===== config.mk =====
export PLATFORM = sky130hd
export DESIGN_NAME = frame_update_sequencer
export DESIGN_NICKNAME = d
export VERILOG_FILES = /design/src/rtl/frame_update_sequencer.sv
export SDC_FILE = /design/constraint.sdc
export NUM_CORES = 1
export LEC_CHECK = 0
export ABC_CLOCK_PERIOD_IN_PS = 3050
export CAP_MARGIN = 25
export CORE_MARGIN = 10
export CORE_UTILIZATION = 31
export DETAILED_ROUTE_END_ITERATION = 12
export HOLD_SLACK_MARGIN = 0.05
export MAX_ROUTING_LAYER = met4
export SETUP_SLACK_MARGIN = 0.15
export SLEW_MARGIN = 20
export SYNTH_ARGS = -nofsm -noshare
export SYNTH_HDL_FRONTEND = slang
export SYNTH_SLANG_ARGS = --single-unit

===== constraint.sdc =====
create_clock -name clk_in -period 3.05 [get_ports clk_in]
set_input_delay 0.61 -clock clk_in [delete_from_list [all_inputs] [get_ports clk_in]]
set_output_delay 0.61 -clock clk_in [all_outputs]
set_load 0.02 [all_outputs]

===== src/rtl/frame_update_sequencer.sv =====
// Per-frame sequencer: advances game time, runs block_loader then block_positions,
// and publishes a consistent-snapshot flag. It also counts dropped frame starts and flags hung stages.
module frame_update_sequencer #(
  parameter int unsigned TIME_STEP      = 1,
  parameter int unsigned TIMEOUT_CYCLES = 4096
) (
  input  logic        clk_in,
  input  logic        rst_in,
  input  logic        frame_start_in,
  input  logic [1:0]  state_in,
  input  logic [17:0] max_time_in,
  input  logic        load_done_in,
  input  logic        pos_done_in,
  output logic [17:0] curr_time_out,
  output logic        load_start_out,
  output logic        pos_start_out,
  output logic        block_position_ready_out,
  output logic        frame_done_out,
  output logic [15:0] frame_count_out,
  output logic [7:0]  overrun_count_out,
  output logic        timeout_out
);

  localparam int unsigned      CNT_W    = $clog2(TIMEOUT_CYCLES + 1);
  localparam logic [CNT_W-1:0] CNT_LAST = CNT_W'(TIMEOUT_CYCLES - 1);
  localparam logic [CNT_W-1:0] CNT_ONE  = CNT_W'(1);
  localparam logic [18:0]      STEP_19  = 19'(TIME_STEP);

  typedef enum logic [2:0] {
    ST_IDLE      = 3'd0,
    ST_TICK      = 3'd1,
    ST_LOAD      = 3'd2,
    ST_WAIT_LOAD = 3'd3,
    ST_POS       = 3'd4,
    ST_WAIT_POS  = 3'd5,
    ST_DONE      = 3'd6
  } state_t;

  state_t           state_r;
  state_t           state_s;
  logic             timeout_hit_s;
  logic             frame_ok_s;
  logic             wait_s;
  logic [CNT_W-1:0] wait_cnt_r;
  logic [17:0]      curr_time_r;
  logic             ready_r;
  logic [15:0]      frame_count_r;
  logic [7:0]       overrun_count_r;
  logic             timeout_r;

  // The sum is formed in 19 bits so a step past 2^18-1 still clamps to the limit.
  function automatic logic [17:0] next_time(input logic [1:0]  game_state,
                                            input logic [17:0] now,
                                            input logic [17:0] limit);
    logic [18:0] sum;
    sum = {1'b0, now} + STEP_19;
    case (game_state)
      2'b00:   next_time = 18'd0;
      2'b01:   next_time = (sum > {1'b0, limit}) ? limit : sum[17:0];
      default: next_time = now;
    endcase
  endfunction

  // Next-state decode, including the per-stage watchdog abort.
  always_comb begin
    state_s       = state_r;
    timeout_hit_s = 1'b0;
    frame_ok_s    = 1'b0;
    case (state_r)
      ST_IDLE: begin
        if (frame_start_in) state_s = ST_TICK;
        else                state_s = ST_IDLE;
      end
      ST_TICK: state_s = ST_LOAD;
      ST_LOAD: state_s = ST_WAIT_LOAD;
      ST_WAIT_LOAD: begin
        if (load_done_in) begin
          state_s = ST_POS;
        end else if (wait_cnt_r == CNT_LAST) begin
          state_s       = ST_IDLE;
          timeout_hit_s = 1'b1;
        end else begin
          state_s = ST_WAIT_LOAD;
        end
      end
      ST_POS: state_s = ST_WAIT_POS;
      ST_WAIT_POS: begin
        if (pos_done_in) begin
          state_s    = ST_DONE;
          frame_ok_s = 1'b1;
        end else if (wait_cnt_r == CNT_LAST) begin
          state_s       = ST_IDLE;
          timeout_hit_s = 1'b1;
        end else begin
          state_s = ST_WAIT_POS;
        end
      end
      ST_DONE: state_s = ST_IDLE;
      default: state_s = ST_IDLE;
    endcase
  end

  assign wait_s = (state_r == ST_WAIT_LOAD) || (state_r == ST_WAIT_POS);

  // State register and wait-cycle counter.
  always_ff @(posedge clk_in) begin
    if (rst_in) begin
      state_r    <= ST_IDLE;
      wait_cnt_r <= '0;
    end else begin
      state_r <= state_s;
      if ((state_r == ST_LOAD) || (state_r == ST_POS)) begin
        wait_cnt_r <= '0;
      end else if (wait_s) begin
        wait_cnt_r <= wait_cnt_r + CNT_ONE;
      end else begin
        wait_cnt_r <= wait_cnt_r;
      end
    end
  end

  // Game time, snapshot flag and status counters.
  always_ff @(posedge clk_in) begin
    if (rst_in) begin
      curr_time_r     <= 18'd0;
      ready_r         <= 1'b0;
      frame_count_r   <= 16'd0;
      overrun_count_r <= 8'd0;
      timeout_r       <= 1'b0;
    end else begin
      if (state_r == ST_TICK) begin
        curr_time_r <= next_time(state_in, curr_time_r, max_time_in);
        ready_r     <= 1'b0;
      end else if (frame_ok_s) begin
        ready_r <= 1'b1;
      end
      if (frame_ok_s) begin
        frame_count_r <= frame_count_r + 16'd1;
      end
      if (frame_start_in && (state_r != ST_IDLE) && (overrun_count_r != 8'hFF)) begin
        overrun_count_r <= overrun_count_r + 8'd1;
      end
      if (timeout_hit_s) begin
        timeout_r <= 1'b1;
      end
    end
  end

  assign load_start_out           = (state_r == ST_LOAD);
  assign pos_start_out            = (state_r == ST_POS);
  assign frame_done_out           = (state_r == ST_DONE);
  assign curr_time_out            = curr_time_r;
  assign block_position_ready_out = ready_r;
  assign frame_count_out          = frame_count_r;
  assign overrun_count_out        = overrun_count_r;
  assign timeout_out              = timeout_r;

endmodule


# After elaboration in Yosys (flattened, before gate mapping)
# Cells that the tools add are included.
dict set report word_totals {
  wordCells 46
  ff_bits 60
  out_inout_bits 47
}
dict set report op_classes {
  add_sub_neg 4
  magnitude_cmp 1
  n_mux 14
  eq_ne 9
  n_reduce_logical 11
}
# cell count
set op_table {}
lappend op_table {{18-bit one-hot mux with 2 select lines} 1}
lappend op_table {{18-bit by 1-bit adder with 19-bit output, second input constant} 1}
lappend op_table {{19-bit by 18-bit > comparator with 1-bit output} 1}
lappend op_table {{18-bit 2-to-1 mux} 1}
lappend op_table {{3-bit one-hot mux with 6 select lines} 1}
lappend op_table {{16-bit by 1-bit adder with 16-bit output, second input constant} 1}
lappend op_table {{13-bit by 1-bit adder with 13-bit output, second input constant} 1}
lappend op_table {{13-bit by 12-bit == test with 1-bit output, second input constant} 1}
lappend op_table {{3-bit == test, second input constant} 3}
lappend op_table {{3-bit 2-to-1 mux} 3}
lappend op_table {{8-bit by 1-bit adder with 8-bit output, second input constant} 1}
lappend op_table {{8-bit != test, second input constant} 1}
lappend op_table {{3-bit by 2-bit == test with 1-bit output, second input constant} 2}
lappend op_table {{1-bit 2-to-1 mux} 6}
lappend op_table {{2-bit OR reduction} 2}
lappend op_table {{3-bit by 1-bit == test with 1-bit output, second input constant} 1}
lappend op_table {{3-bit zero test} 1}
lappend op_table {{3-bit nonzero test} 1}
lappend op_table {{2-bit by 1-bit == test with 1-bit output, second input constant} 1}
lappend op_table {{1-bit logical AND} 2}
lappend op_table {{2-bit zero test} 1}
lappend op_table {{1-bit logical OR} 2}
lappend op_table {{2-bit 2-to-1 mux} 1}
lappend op_table {{1-bit one-hot mux with 2 select lines} 1}
lappend op_table {{other kinds (2)} 2}

# Logic depth before layout (Yosys ltp)
dict set report logic_depth {
  depth_word 4
  depth_mapped 14
  mapped_depth_nobuf 12
}

# Worst setup path after synthesis
# OpenSTA, ideal clock, no wires.
dict set report synth_path {
  path_kind {register to register}
  from {reg curr_time_r[0], in the netlist curr_time_out[0]}
  to {reg curr_time_r[1], in the netlist curr_time_out[1]}
  required_ns 2.926
  path_buffers 2
  t_arrival_ns 3.099
  synth_period_minus_slack_ns 3.223
  stages_incl_launch_ff 15
  setup_slack_ns -0.173
  cell_sequence {dfxtp_1 -> ha_1 -> nand3_4 -> nor4_4 -> nand4_1 -> xnor2_1 -> ha_1 -> a21o_1 -> a21oi_1 -> o2111ai_1 -> o21a_1 -> buf_2 -> buf_1 -> o211ai_1 -> nand3_1}
}
dict set report synth_between {
  elab_chain_cells 4
}
# item line
set synth_lines {}
lappend synth_lines {{start: declaration} 45} ;# logic [17:0] curr_time_r;
lappend synth_lines {{start signal: assignment} 132} ;# curr_time_r <= next_time(state_in, curr_time_r, max_time_in);
lappend synth_lines {{18-bit by 1-bit adder with 19-bit output (*)} 56} ;# sum = {1'b0, now} + STEP_19;
lappend synth_lines {{19-bit by 18-bit > comparator with 1-bit output} 59} ;# 2'b01: next_time = (sum > {1'b0, limit}) ? limit : sum[17:0];
lappend synth_lines {{18-bit 2-to-1 mux (*)} 59}
lappend synth_lines {{18-bit one-hot mux with 2 select lines (*)} 57} ;# case (game_state)
# Every way passes the cells marked *; elsewhere a longest branch is shown, timed or not.
# A chain may end at the register's enable or synchronous reset.

# Final worst setup path
dict set report layout_path {
  from {reg curr_time_r[8], in the netlist curr_time_out[8]}
  to {reg curr_time_r[8], in the netlist curr_time_out[8]}
}
# Same word-level chain as after synthesis.

==> impl_metrics.toml <==
[status]
outcome = "finished with violations"
violated_checks = "negative setup slack"

[setup_path]
crit_fanout = 5
worst_r2r_endpoint = "curr_time_out[8]"
worst_path_dominant_cell_family = "simple AND/OR/NAND/NOR gates"
path_buf_inv = 3
crit_path_start_kind = "register"
crit_path_end_kind = "register"
r2r-start = "curr_time_out[8]"
path_cells = "nand4_4, nor4_4, nand2_1, xnor2_2, ha_1, nand4_1, buf_4, o2111ai_4, o21a_4, buf_4, buf_8, nor3_4, o31ai_1"
critical_path_arrival_ns = 3.30
worst_path_most_repeated_cell = "buf_4"
slowest_delay_ns = 0.38
slowest_stage_cell_cp = "nor4_4"
worstRegToRegCells = 13
worst_ep_required_time_ns = 3.26
critPathKind = "reg2reg"
rrSetupSlack_ns = -0.04

[power]
power.density_cell_area_nw_per_um2 = 391
peak_supply_drop_v = 0.000351
p_leak_uw = 0.00210
report.power.total_uw = 2100

[timing]
finalMaxSlewViolations = 0
final_hold_viol_count = 0
rsz0062_at_grt = "true"
fin_skew_ns = 0.00800
layout_setup_ws_ns = -0.0438
final_min_period_over_clock_period_pct = 101
worstMarginPinSlew_ns = 0.765
post-route-min-period_ns = 3.09
maxSlewHeadroom_pct = 49.0
timing.final.setup_violations = 1
max_freq_ghz = 0.323

[routing]
route.detailed.vias_per_inst = 5.36
drtIter0Drc = 236
firstDrtPassIters = 7
drtAntennaViolNets = 0
via_count = 3728
drc_errors = 0
wl_mm = 11.9
wl_per_cell_um = 17.1

[die]
core-area_um2 = 11500
initial_utilization_pct = 31.8
floorplan.die.width_um = 129
fp.dieH_um = 129
io_pins = 72
row_count = 39
floorplan.die_area_um2 = 16600

[logic_synthesis]
synth_edf_count = 0
synth_largest_type_area_fraction_pct = 32.8
synth_area_leader_cell = "dfxtp_1"
synthesis.yosys.warnings = 0
async_reset_ff_share_pct = 0
yosysSeqAreaShare_pct = 32.8
synthDistinctLibCells = 56
synth_fp_nets = 493
synthesis.area_per_instance_um2 = 8.21
yosys_most_used_dff = "dfxtp_1"
synth-seq-cells = 60
synth_cells = 446
total_standard_cell_area_after_synthesis_um2 = 3660
synth.top_cells.by_area = "dfxtp_1 33%, ha_1 7.5%, xor2_1 6.0%"

[layout]
layout-drive-gt1-share_pct = 20.4
fillers = 1084
most_frequent_cells_in_the_layout = "70 x clkdlybuf4s50_1, 49 x nor2_1, 48 x dfxtp_1"
final_nets = 596
seqCellArea_um2 = 1230
postLayoutCoreUtil_pct = 46.6
multiInputGateArea_um2 = 2500
antenna_cells_inserted = 0
area_growth_pct = 46.6
layout.cells.most_common = "clkdlybuf4s50_1"

[hold_path]
whs_path_depth = 2
worstHoldEndpoint = "timeout_out"
hold_path_class = "reg2reg"
hold_path_startpoint = "timeout_out"

[clocking]
cts.path.max_buffers = 2
clock_latency_reported_for_the_late_side_of_the_worst_skew_pair_ns = 0.33
htreeDepth = 3
clk_transition_reported_paths_ns = 0.05
numClockSinks = 60
total_clock_buffers_created_by_cts = 9
ctsHoldBuffers = 0
cts_root_buffer = "clkbuf_16"
cts_tree = "done"

[place]
port_buffers = 71
gpl.final_weighted_congestion = 0.869
hpwl_reported_at_the_end_of_detailed_placement_mm = 8.18

[global_route]
antenna_found_initial = 0
maximum_number_of_pins_on_one_net_before_global_route_repair = 30
grt_first_pass_wirelength_mm = 18.7
grt_overflow = 0
global_route.usage.total_pct = 14.3
first_global_vias = 3795

[run]
cap_viol_max_count = 0
[layer usage]
metal | global-route usage, % | up-vias | wire length (um)
met1 | 15.5 | 1757 | 5050
met4 | 3.95 | 0 | 182
met2 | 25.0 | 139 | 5910
met5 | - | - | 0
li1 | - | 1811 | -
met3 | 4.07 | 21 | 754
[cell families (layout without fill, tap and decap cells)]
family / Yosys count / after routing / synth area share [%]
buf+inv: 43 / 150 / 5.29
flops: 60 / 60 / 32.8
xor+xnor: 43 / 43 / 10.3
compound gates: 82 / 82 / 14.9
fa+ha+maj: 22 / 22 / 7.51
simple gates: 190 / 190 / 27.5
mux: 6 / 6 / 1.67
[where the power goes]
| part | switching [uW] | internal, uW | total, uW |
|---|---|---|---|
| Sequential | 14.2 | 789 | 803 |
| Clock | 377 | 746 | 1120 |
| Combinational | 99.1 | 76.2 | 175 |
[worst max-delay path by stage]
stage,from,to,depth (start not counted)
final,curr_time_out[8],curr_time_out[8],13
after global routing,curr_time_out[7],curr_time_out[8],13
after CTS,curr_time_out[1],curr_time_out[2],13
after detailed placement,curr_time_out[2],curr_time_out[8],13
after global placement,curr_time_out[2],curr_time_out[17],13
after floorplan,curr_time_out[12],curr_time_out[1],13
[worst register-to-register path, cell delays in order, from the launching register on]
cell and delay [ns]:
dfxtp_4 0.37, nand4_4 0.17, nor4_4 0.39, nand2_1 0.15
xnor2_2 0.17, ha_1 0.30, nand4_1 0.22, buf_4 0.23
o2111ai_4 0.24, o21a_4 0.19, buf_4 0.12, buf_8 0.12
nor3_4 0.04, o31ai_1 0.27
[sequential cells by signal, indices dropped and copies added (netlist names)]
register	cells
wait_cnt_r	13
block_position_ready_out	1
curr_time_out	18
state_r	3
timeout_out	1
overrun_count_out	8
frame_count_out	16
[what timing repair did]
item,in CTS,in global routing
gates resized for setup,19,37
setup buffers,11,10
gates cloned,1,1
pin swaps,16,13
setup endpoints to repair,18,18
[through the flow]
step	hold WS, ns	setup slack (ns)	TNS, ns	cell area (um^2)	std cells
2_1_floorplan	0.459	0.168	0	3710	446
3_3_place_gp	0.474	-0.106	-0.997	4620	658
3_5_place_dp	0.474	-0.0969	-0.559	4620	658
4_1_cts	0.499	0.116	0	5120	685
5_1_grt	0.530	-0.137	-1.29	5370	696
6_report	0.486	-0.0438	-0.0438	5370	696
[cell usage after synthesis (all sizes together), types with 5 or more instances]
cell     n
a31oi   13
a22oi    8
ha      22
o21ai   10
and3    11
nor3     5
nand3   34
nand2   30
o22ai    5
nand2b   5
dfxtp   60
a21oi   21
buf     14
nor4     5
or3      8
nor2    54
clkbuf   8
xnor2   18
xor2    25
nand4   21
inv     21
mux2i    5
[layout make-up]
class	count	area share (%)
Sequential cell	60	22.9
Timing Repair Buffer	114	19.7
Inverter	21	1.47
Tap cell	143	3.33
Clock buffer	13	5.43
Multi-Input combinational cell	343	46.5
Clock inverter	2	0.722
Power figures use the tool's default switching activity.
